[src/rtl/board_judge_if.sv]
// Handshake/result bundle between the board judge and its controller.
// master: game controller side (drives clr, board, start and placement flags).
// slave : board_judge side (drives busy/done and the scan results).
interface board_judge_if #(
  parameter int unsigned BOARD_N = 5,
  parameter int unsigned LINE_W  = 4
);
  logic                           clr;
  logic [2*BOARD_N*BOARD_N-1:0]   board_in;
  logic                           scan_start;
  logic                           player_done;
  logic                           player2Done;
  logic                           busy;
  logic                           done;
  logic [1:0]                     winner;
  logic [LINE_W-1:0]              win_line;
  logic                           draw;
  logic                           game_over;
  logic                           bad_cell;

  modport master (
    output clr, board_in, scan_start, player_done, player2Done,
    input  busy, done, winner, win_line, draw, game_over, bad_cell
  );

  modport slave (
    input  clr, board_in, scan_start, player_done, player2Done,
    output busy, done, winner, win_line, draw, game_over, bad_cell
  );
endinterface

[src/rtl/board_judge.sv]
// board_judge: snapshots a packed BOARD_N x BOARD_N board (2 bits/cell:
// 00 empty, 01 player 1, 10 player 2, 11 invalid) and scans one line per
// cycle (rows, columns, main diagonal, anti-diagonal) for a winner or draw.
// Ports: clk, rst (async active-high), bus (board_judge_if.slave):
//   clr, board_in, scan_start, player_done, player2Done in;
//   busy, done, winner, win_line, draw, game_over, bad_cell out (registered).
// Optional feature macro BOARD_JUDGE_AUTO_SCAN_EN: a change on either
// placement flag also requests a scan, with one pending request held while busy.
module board_judge #(
  parameter int unsigned BOARD_N = 5,
  parameter int unsigned LINE_W  = 4
) (
  input  logic          clk,
  input  logic          rst,
  board_judge_if.slave  bus
);

  localparam int unsigned CELLS = BOARD_N * BOARD_N;
  localparam int unsigned BW    = 2 * CELLS;
  localparam int unsigned L     = 2 * BOARD_N + 2;

  typedef enum logic [1:0] {IDLE, SCAN, REPORT} state_t;

  state_t            state;
  logic [BW-1:0]     snap;
  logic [LINE_W-1:0] line;

  logic [L-1:0] all_p1_c;
  logic [L-1:0] all_p2_c;
  logic         snap_has_empty_c;
  logic         in_has_bad_c;
  logic         start_c;
  logic [1:0]   cell_c;

  // Flat cell index of the k-th cell on line l.
  function automatic int unsigned cell_idx(input int unsigned l, input int unsigned k);
    if (l < BOARD_N)              return l * BOARD_N + k;
    else if (l < 2 * BOARD_N)     return k * BOARD_N + (l - BOARD_N);
    else if (l == 2 * BOARD_N)    return k * BOARD_N + k;
    else                          return k * BOARD_N + (BOARD_N - 1 - k);
  endfunction

  // Per-line ownership flags plus board-wide empty/invalid detection.
  always_comb begin
    all_p1_c         = '1;
    all_p2_c         = '1;
    snap_has_empty_c = 1'b0;
    in_has_bad_c     = 1'b0;
    cell_c           = 2'b00;
    for (int unsigned l = 0; l < L; l++) begin
      for (int unsigned k = 0; k < BOARD_N; k++) begin
        cell_c = snap[2*cell_idx(l, k) +: 2];
        if (cell_c != 2'b01) all_p1_c[l] = 1'b0;
        if (cell_c != 2'b10) all_p2_c[l] = 1'b0;
      end
    end
    for (int unsigned i = 0; i < CELLS; i++) begin
      if (snap[2*i +: 2] == 2'b00)         snap_has_empty_c = 1'b1;
      if (bus.board_in[2*i +: 2] == 2'b11) in_has_bad_c     = 1'b1;
    end
  end

`ifdef BOARD_JUDGE_AUTO_SCAN_EN
  logic pd_q;
  logic p2_q;
  logic pending_q;
  logic auto_c;

  // A flag edge from the placement block is a handoff; treat it as a start.
  assign auto_c  = (bus.player_done != pd_q) | (bus.player2Done != p2_q);
  assign start_c = bus.scan_start | auto_c | pending_q;

  // Flag history and the single pending request taken while a scan runs.
  always_ff @(posedge clk or posedge rst) begin
    if (rst) begin
      pd_q      <= 1'b0;
      p2_q      <= 1'b1;
      pending_q <= 1'b0;
    end else if (bus.clr) begin
      pd_q      <= 1'b0;
      p2_q      <= 1'b1;
      pending_q <= 1'b0;
    end else begin
      pd_q <= bus.player_done;
      p2_q <= bus.player2Done;
      if (state == IDLE)  pending_q <= 1'b0;
      else if (auto_c)    pending_q <= 1'b1;
    end
  end
`else
  logic unused_flags_c;

  assign start_c        = bus.scan_start;
  assign unused_flags_c = bus.player_done ^ bus.player2Done;
`endif

  // Scan FSM with registered result outputs.
  always_ff @(posedge clk or posedge rst) begin
    if (rst) begin
      state         <= IDLE;
      snap          <= '0;
      line          <= '0;
      bus.busy      <= 1'b0;
      bus.done      <= 1'b0;
      bus.winner    <= 2'b00;
      bus.win_line  <= '0;
      bus.draw      <= 1'b0;
      bus.game_over <= 1'b0;
      bus.bad_cell  <= 1'b0;
    end else if (bus.clr) begin
      state         <= IDLE;
      snap          <= '0;
      line          <= '0;
      bus.busy      <= 1'b0;
      bus.done      <= 1'b0;
      bus.winner    <= 2'b00;
      bus.win_line  <= '0;
      bus.draw      <= 1'b0;
      bus.game_over <= 1'b0;
      bus.bad_cell  <= 1'b0;
    end else begin
      bus.done <= 1'b0;
      case (state)
        IDLE: begin
          if (start_c && !bus.game_over) begin
            snap         <= bus.board_in;
            line         <= '0;
            bus.winner   <= 2'b00;
            bus.win_line <= '0;
            bus.draw     <= 1'b0;
            bus.bad_cell <= in_has_bad_c;
            bus.busy     <= 1'b1;
            state        <= SCAN;
          end
        end
        SCAN: begin
          if (all_p1_c[line] || all_p2_c[line]) begin
            bus.winner    <= all_p1_c[line] ? 2'b01 : 2'b10;
            bus.win_line  <= line;
            bus.game_over <= 1'b1;
            bus.busy      <= 1'b0;
            bus.done      <= 1'b1;
            state         <= REPORT;
          end else if (line == LINE_W'(L - 1)) begin
            bus.draw      <= !snap_has_empty_c;
            bus.game_over <= bus.game_over | !snap_has_empty_c;
            bus.busy      <= 1'b0;
            bus.done      <= 1'b1;
            state         <= REPORT;
          end else begin
            line <= line + LINE_W'(1);
          end
        end
        REPORT: begin
          state <= IDLE;
        end
        default: begin
          state <= IDLE;
        end
      endcase
    end
  end

endmodule

[src/flat_wrapper.sv]
// flat-port wrapper written by rule: the top's interface ports become plain ports
module board_judge_flat 
#(
  parameter int unsigned BOARD_N = 5,
  parameter int unsigned LINE_W  = 4
)
  (clk, rst, bus_clr, bus_board_in, bus_scan_start, bus_player_done, bus_player2Done, bus_busy, bus_done, bus_winner, bus_win_line, bus_draw, bus_game_over, bus_bad_cell);
  board_judge_if #(.BOARD_N(BOARD_N), .LINE_W(LINE_W)) bus_i ();
  input  logic clk;
  input  logic rst;
  input wire logic [$bits(bus_i.clr)-1:0] bus_clr;
  input wire logic [$bits(bus_i.board_in)-1:0] bus_board_in;
  input wire logic [$bits(bus_i.scan_start)-1:0] bus_scan_start;
  input wire logic [$bits(bus_i.player_done)-1:0] bus_player_done;
  input wire logic [$bits(bus_i.player2Done)-1:0] bus_player2Done;
  output wire logic [$bits(bus_i.busy)-1:0] bus_busy;
  output wire logic [$bits(bus_i.done)-1:0] bus_done;
  output wire logic [$bits(bus_i.winner)-1:0] bus_winner;
  output wire logic [$bits(bus_i.win_line)-1:0] bus_win_line;
  output wire logic [$bits(bus_i.draw)-1:0] bus_draw;
  output wire logic [$bits(bus_i.game_over)-1:0] bus_game_over;
  output wire logic [$bits(bus_i.bad_cell)-1:0] bus_bad_cell;
  assign bus_i.clr = bus_clr;
  assign bus_i.board_in = bus_board_in;
  assign bus_i.scan_start = bus_scan_start;
  assign bus_i.player_done = bus_player_done;
  assign bus_i.player2Done = bus_player2Done;
  assign bus_busy = bus_i.busy;
  assign bus_done = bus_i.done;
  assign bus_winner = bus_i.winner;
  assign bus_win_line = bus_i.win_line;
  assign bus_draw = bus_i.draw;
  assign bus_game_over = bus_i.game_over;
  assign bus_bad_cell = bus_i.bad_cell;
  board_judge #(.BOARD_N(BOARD_N), .LINE_W(LINE_W)) u_core (.clk(clk), .rst(rst), .bus(bus_i));
endmodule
[config.mk]
export PLATFORM = sky130hd
export DESIGN_NAME = board_judge_flat
export DESIGN_NICKNAME = d
export VERILOG_FILES = /design/src/rtl/board_judge_if.sv /design/src/rtl/board_judge.sv /design/src/flat_wrapper.sv
export SDC_FILE = /design/constraint.sdc
export NUM_CORES = 1
export LEC_CHECK = 0
export CORE_UTILIZATION = 57
export DETAILED_ROUTE_END_ITERATION = 8
export PLACE_DENSITY = 0.94
export SLEW_MARGIN = 20
export SYNTH_ARGS = -nofsm -noshare
export SYNTH_HDL_FRONTEND = slang
export SYNTH_SLANG_ARGS = --single-unit
[constraint.sdc]
create_clock -name clk -period 4.2 [get_ports clk]
set_clock_uncertainty 0.15 [all_clocks]
set_input_delay 1.26 -clock clk [delete_from_list [all_inputs] [get_ports clk]]
set_output_delay 1.26 -clock clk [all_outputs]
set_load 0.005 [all_outputs]
### Yosys cells after proc, flatten, opt, wreduce, memory -nomap -nowiden

Index checks and enable logic that the tools add are counted.

* output and inout bits: 11
* input bits: 56
* bits in latches: 0
* ROM bits: 0
* flip-flop bits (word level): 67
* memories: 0
* memory bits (writable): 0
* logic and storage cells: 348

* muxes and demuxes: 210
* reduce and logical (&&, ||, !) cells: 42
* divide/modulo/power cells: 0
* shifts and indexed selects: 0
* add/subtract/negate cells: 1
* $lt $le $gt $ge: 1
* bitwise gates (word level): 1
* multiply operators: 0
* eq/ne operators: 83

Operators by type and width (count)
* $mux 1: 185
* $mux 50: 3
* $logic_not 2->1: 26
* $eq 2x2->1 const B: 25
* $ne 2x1->1 const B: 25
* $ne 2x2->1 const B: 25
* $mux 4: 6
* $mux 2: 8
* $pmux 4 s2: 2
* $ne 3x2->1 const B: 3
* $bmux 1 s4: 2
* $pmux 2 s2: 2
* $reduce_and 4->1: 2
* $ne 3x3->1 const B: 2
* $reduce_and 2->1: 3
* $reduce_and 3->1: 2
* $reduce_bool 2->1: 3
* $reduce_bool 3->1: 2
* $lt 4x5->1 const B: 1
* $add 4x1->4 const B: 1
* $eq 4x4->1 const B: 1
* $ne 4x2->1 const B: 1
* $pmux 1 s2: 2
* $eq 2x1->1 const B: 1
* other kinds (4): 5

### Longest topological paths before layout

* depth in word-level cells: 32
* mapped depth: 8
* depth with buffers taken out: 7

### Worst setup path after synthesis

Ideal clock, no wire load.

* path type: input to register
* start point: input bus_scan_start
* end point: register u_core.bus.bad_cell
* slack: 1.644 ns
* required time: 3.916 ns
* arrival time: 2.272 ns
* path buffers: 1
* cell stages on the path: 7
* library setup time: 0.134 ns
* cell sequence: nand2b_1 > or3_1 > clkbuf_1 > a221oi_1 > nand4_1 > nor3_1 > nor3_1

* longest elaborated chain between the ends: 3

Ends and longest elaborated chain
* from (decl): line flat_wrapper.sv:13 `input wire logic [$bits(bus_i.scan_start)-1:0] bus_scan_start;`
* $logic_and 1x1->1: line board_judge.sv:125 `if (start_c && !bus.game_over) begin`
* $reduce_bool 2->1 (no source line)
* $reduce_and 2->1 (no source line)
* to (signal assigned): line board_judge.sv:131 `bus.bad_cell <= in_has_bad_c;`
* to (decl): line board_judge_if.sv:28 `output busy, done, winner, win_line, draw, game_over, bad_cell`

Every way passes these cells.
A chain may end at the register's enable or synchronous reset.

### Worst setup path after layout

* start point: register u_core.line[0]
* end point: register u_core.line[1]

* longest elaborated chain between the ends: 5
* elaborated cells on any way between the ends: 14
* classes of those cells: add/sub: 1; eq/ne: 3; mux: 8; reduce/logical: 2

Ends and longest elaborated chain
* from (decl): line board_judge.sv:26 `logic [LINE_W-1:0] line;`
* from (signal assigned): line board_judge.sv:151 `line <= line + LINE_W'(1);`
* $add 4x1->4 / $bmux 1 s4 (equally long branches): line board_judge.sv:151, board_judge.sv:137
* $mux 4 / $mux 1 (equally long branches): line board_judge.sv:144, board_judge.sv:137
* $mux 4 / $logic_or 1x1->1 (equally long branches): line board_judge.sv:137 `if (all_p1_c[line] || all_p2_c[line]) begin`
* $pmux 4 s2 / $ne 3x3->1 (equally long branches)
* $mux 4 / $reduce_and 4->1 (equally long branches)

Several ways; a longest one is shown, not always the timed one. The select of a mux whose other input is x is not followed.

==> impl_metrics.env <==
export IMPL_seqPwrFrac_pct=48.5
export IMPL_dpl_worst_slack_ps=859
export IMPL_period_minus_slack_ps=2980
export IMPL_power_w=0.00155
export IMPL_required_ps=4280
export IMPL_via_per_inst=6.64
export IMPL_cap_violations=0
export IMPL_powerDensity_mw_per_mm2=331
export IMPL_grt_max_degree=58
export IMPL_setup_viol=0
export IMPL_drive_above_1_share_pct=5.94
export IMPL_grt_pass1_vias=3792
export IMPL_synth_adder_area_share_pct=0.329
export IMPL_cp_max_fo=17
export IMPL_synthesis_area_mm2=0.00380
export IMPL_antenna_found_initial=0
export IMPL_p_sw_w=0.000457
export IMPL_hold_violations=0
export IMPL_via_count=3862
export IMPL_synth_compound_area_share_pct=19.7
export IMPL_synth_xor_area_share_pct=0
export IMPL_clkLatencyLatePin_ps=340
export IMPL_max_slew_margin_pct=54.1
export IMPL_post_cts_buffers=0
export IMPL_io_pins=67
export IMPL_drt_initial_drc_count=394
export IMPL_cts_htree_levels=3
export IMPL_cp_arrival_ps=3060
export IMPL_antenna_cells=0
export IMPL_stdcell_count=582
export IMPL_tightest_slew_ps=689
export IMPL_die_w_um=83.7
export IMPL_synth_area_per_cell_um2=8.56
export IMPL_endpoint_kind="register"
export IMPL_synth_mux_area_share_pct=0
export IMPL_cts_buffers_inserted=9
export IMPL_die_y_um=83.7
export IMPL_drc_errors=0
export IMPL_synth_top_family_by_area="simple AND/OR/NAND/NOR gates"
export IMPL_cell_internal_pwr_w=0.00109
export IMPL_yosysWarnings=0
export IMPL_synthSimpleGateAreaFrac_pct=32.3
export IMPL_cts_root_buf="clkbuf_8"
export IMPL_ys_seq_area_share_pct=44.1
export IMPL_totalWireLength_um=11700
export IMPL_critical_path_class="register to register"
export IMPL_dp_cells=566
export IMPL_status="finished, final reports clean"
export IMPL_leakagePower_nw=1.81
export IMPL_wl_per_cell_um=20.1
export IMPL_clk_pin_slew_worst_paths_ps=70
export IMPL_hp_class="register to register"
export IMPL_cts_tree="built"
export IMPL_maxSlewViolCount=0
export IMPL_grt_usage_pct=34.9
export IMPL_finalCritPeriodShare_pct=70.9
export IMPL_grt_pass1_wl_um=19200
export IMPL_gp_congestion=0.971
export IMPL_worstPathCellList="inv_1 -> nor4b_1 -> nand4_1 -> a41oi_1 -> a311o_2 -> nor3_1 -> a211o_1"
export IMPL_vdd_ir_drop_max_uv=228
export IMPL_final_antenna_net_count=0
export IMPL_start_util_pct=59.5
export IMPL_fmax_ghz=0.336
export IMPL_synth_edff_count=0
export IMPL_clkPwrFrac_pct=34.6
export IMPL_first_pass_iters=5
export IMPL_final_nets=557
export IMPL_finalWorstSetupSlack_ps=1220
export IMPL_synth_nets=501
export IMPL_post_cts_resized=0
export IMPL_clock_sinks=67
export IMPL_ys_ff_latch=67
export IMPL_p_sw_share_pct=29.5
export IMPL_yosysUniqueCellTypes=57
export IMPL_critPathBufInv=1
export IMPL_port_buffers=64
export IMPL_synthCells=444
export IMPL_area_delta_synth_final_pct=23.1
export IMPL_critical_path_slowest_cell="dfrtp_1"
export IMPL_dieArea_mm2=0.00700
export IMPL_ctsHoldBuffers=0
export IMPL_worstSetupStartpointType="register"
export IMPL_grt_ovfl_total=0
export IMPL_fin_tns_setup_ps=0
export IMPL_cpPeakStageDelay_ps=730
export IMPL_synth_ff_type="dfrtp_1"
export IMPL_rsz0062_at_grt="no"
export IMPL_async_reset_ff_share_pct=100
export IMPL_cts_path_max_buffers=2
export IMPL_combPwrFrac_pct=16.9
export IMPL_core_area_mm2=0.00639
export IMPL_dp_hpwl_um=8740
export IMPL_rows=29
export IMPL_timing_hold_ws_ps=340
export IMPL_critical_path_top_delay_family="compound AO/OA/AOI/OAI gates"
==> metrics by stage <==
stage / cell area, um^2 / utilization [%]
after floorplan: 3800 / -
after global placement: 4480 / 70.1
after detailed placement: 4480 / 70.1
after CTS: 4670 / 73.2
after global routing: 4680 / 73.3
final: 4680 / 73.3
==> layer usage <==
| layer | routed length [um] | vias to the layer above | part of all wire (%) | global-route usage, % |
|---|---|---|---|---|
| li1 | - | 1753 | - | - |
| met1 | 4730 | 1845 | 41 | 44.7 |
| met2 | 5420 | 221 | 46 | 55.6 |
| met3 | 937 | 43 | 8.0 | 6.92 |
| met4 | 595 | 0 | 5.1 | 19.4 |
| met5 | 0 | - | 0 | 0 |
==> registers in the layout (all words and copies together) (netlist names) <==
register and count:
u_core.bus.done 1, u_core.state 2, u_core.snap 50, u_core.bus.busy 1, u_core.bus.draw 1, u_core.bus.win_line 4
u_core.bus.bad_cell 1, u_core.bus.game_over 1, u_core.line 4, u_core.bus.winner 2
==> power by group through the flow <==
stage               logic, W  registers (W)  clock network (W)
floorplan           0.000158       0.000730                  0
global placement    0.000251       0.000757                  0
detailed placement  0.000259       0.000759                  0
CTS                 0.000259       0.000747           0.000536
global route        0.000288       0.000754           0.000562
finish              0.000261       0.000750           0.000535
==> final timing paths <==
| path | startpoint | to | cells past startpoint | slack (ps) |
|---|---|---|---|---|
| hold reg to reg | u_core.bus.win_line[3]$_DFFE_PP0P_ | u_core.bus.win_line[3]$_DFFE_PP0P_ | 1 | 340 |
| setup / recovery | u_core.line[0]$_DFFE_PP0P_ | u_core.line[1]$_DFFE_PP0P_ | 7 | 1220 |
| hold / removal | u_core.bus.win_line[3]$_DFFE_PP0P_ | u_core.bus.win_line[3]$_DFFE_PP0P_ | 1 | 340 |
| min in group asynchronous | rst | u_core.state[0]$_DFFE_PP0P_ | 2 | 1190 |
| max in group asynchronous | rst | u_core.snap[31]$_DFFE_PP0P_ | 3 | 2000 |
| setup reg to reg | u_core.line[0]$_DFFE_PP0P_ | u_core.line[1]$_DFFE_PP0P_ | 7 | 1220 |
==> worst reg2reg max path: stages (launching register included) <==
cell     delay (ps)
dfrtp_1         730
inv_1           260
nor4b_1         540
nand4_1         160
a41oi_1         350
a311o_2         250
nor3_1          110
a211o_1         310
==> layout make-up <==
class	instances	area, um^2
Clock buffer	12	145
Inverter	9	33.8
Timing Repair Buffer	70	681
Clock inverter	4	50.0
Tap cell	77	96.3
Sequential cell	67	1680
Multi-Input combinational cell	343	2000
Fill cell	474	1710
==> placed cells by master, fill, tap and decap left out, drive strengths merged, types with 8 or more instances in the layout <==
cell type	count
nor4bb	11
nor3	9
o22ai	13
nand2	110
a22oi	8
clkbuf	12
dfrtp	67
inv	9
nor2b	13
nand4	15
nand3	9
clkdlybuf4s50	63
a21oi	55
nor2	11
nand2b	11
==> synth_stat cells, types with 3 or more instances <==
library cell,n,area [um^2]
o22ai_1,13,81.3
a311oi_1,3,26.3
a21oi_1,54,270
or3_1,4,25.0
nand4_1,15,93.8
nand2b_1,11,68.8
o311ai_0,4,35.0
a32o_1,4,40.0
nor3b_1,5,37.5
inv_1,9,33.8
clkbuf_1,22,82.6
nor4b_1,4,35.0
nand3b_1,3,22.5
nand4b_1,7,61.3
nor2b_1,13,81.3
nor4bb_1,11,110
nor4_1,5,31.3
a22oi_1,8,60.1
nand3_1,9,45.0
dfrtp_1,67,1680
nor2_1,11,41.3
nand4bb_1,3,33.8
nor3_1,8,40.0
nand2_1,110,413
==> cell families after synthesis <==
kind of cell / count (synthesis)
flops: 67
fa+ha+maj: 1
buf+inv: 34
simple gates: 228
compound gates: 114
No activity file was read; power rests on OpenSTA's default activity.
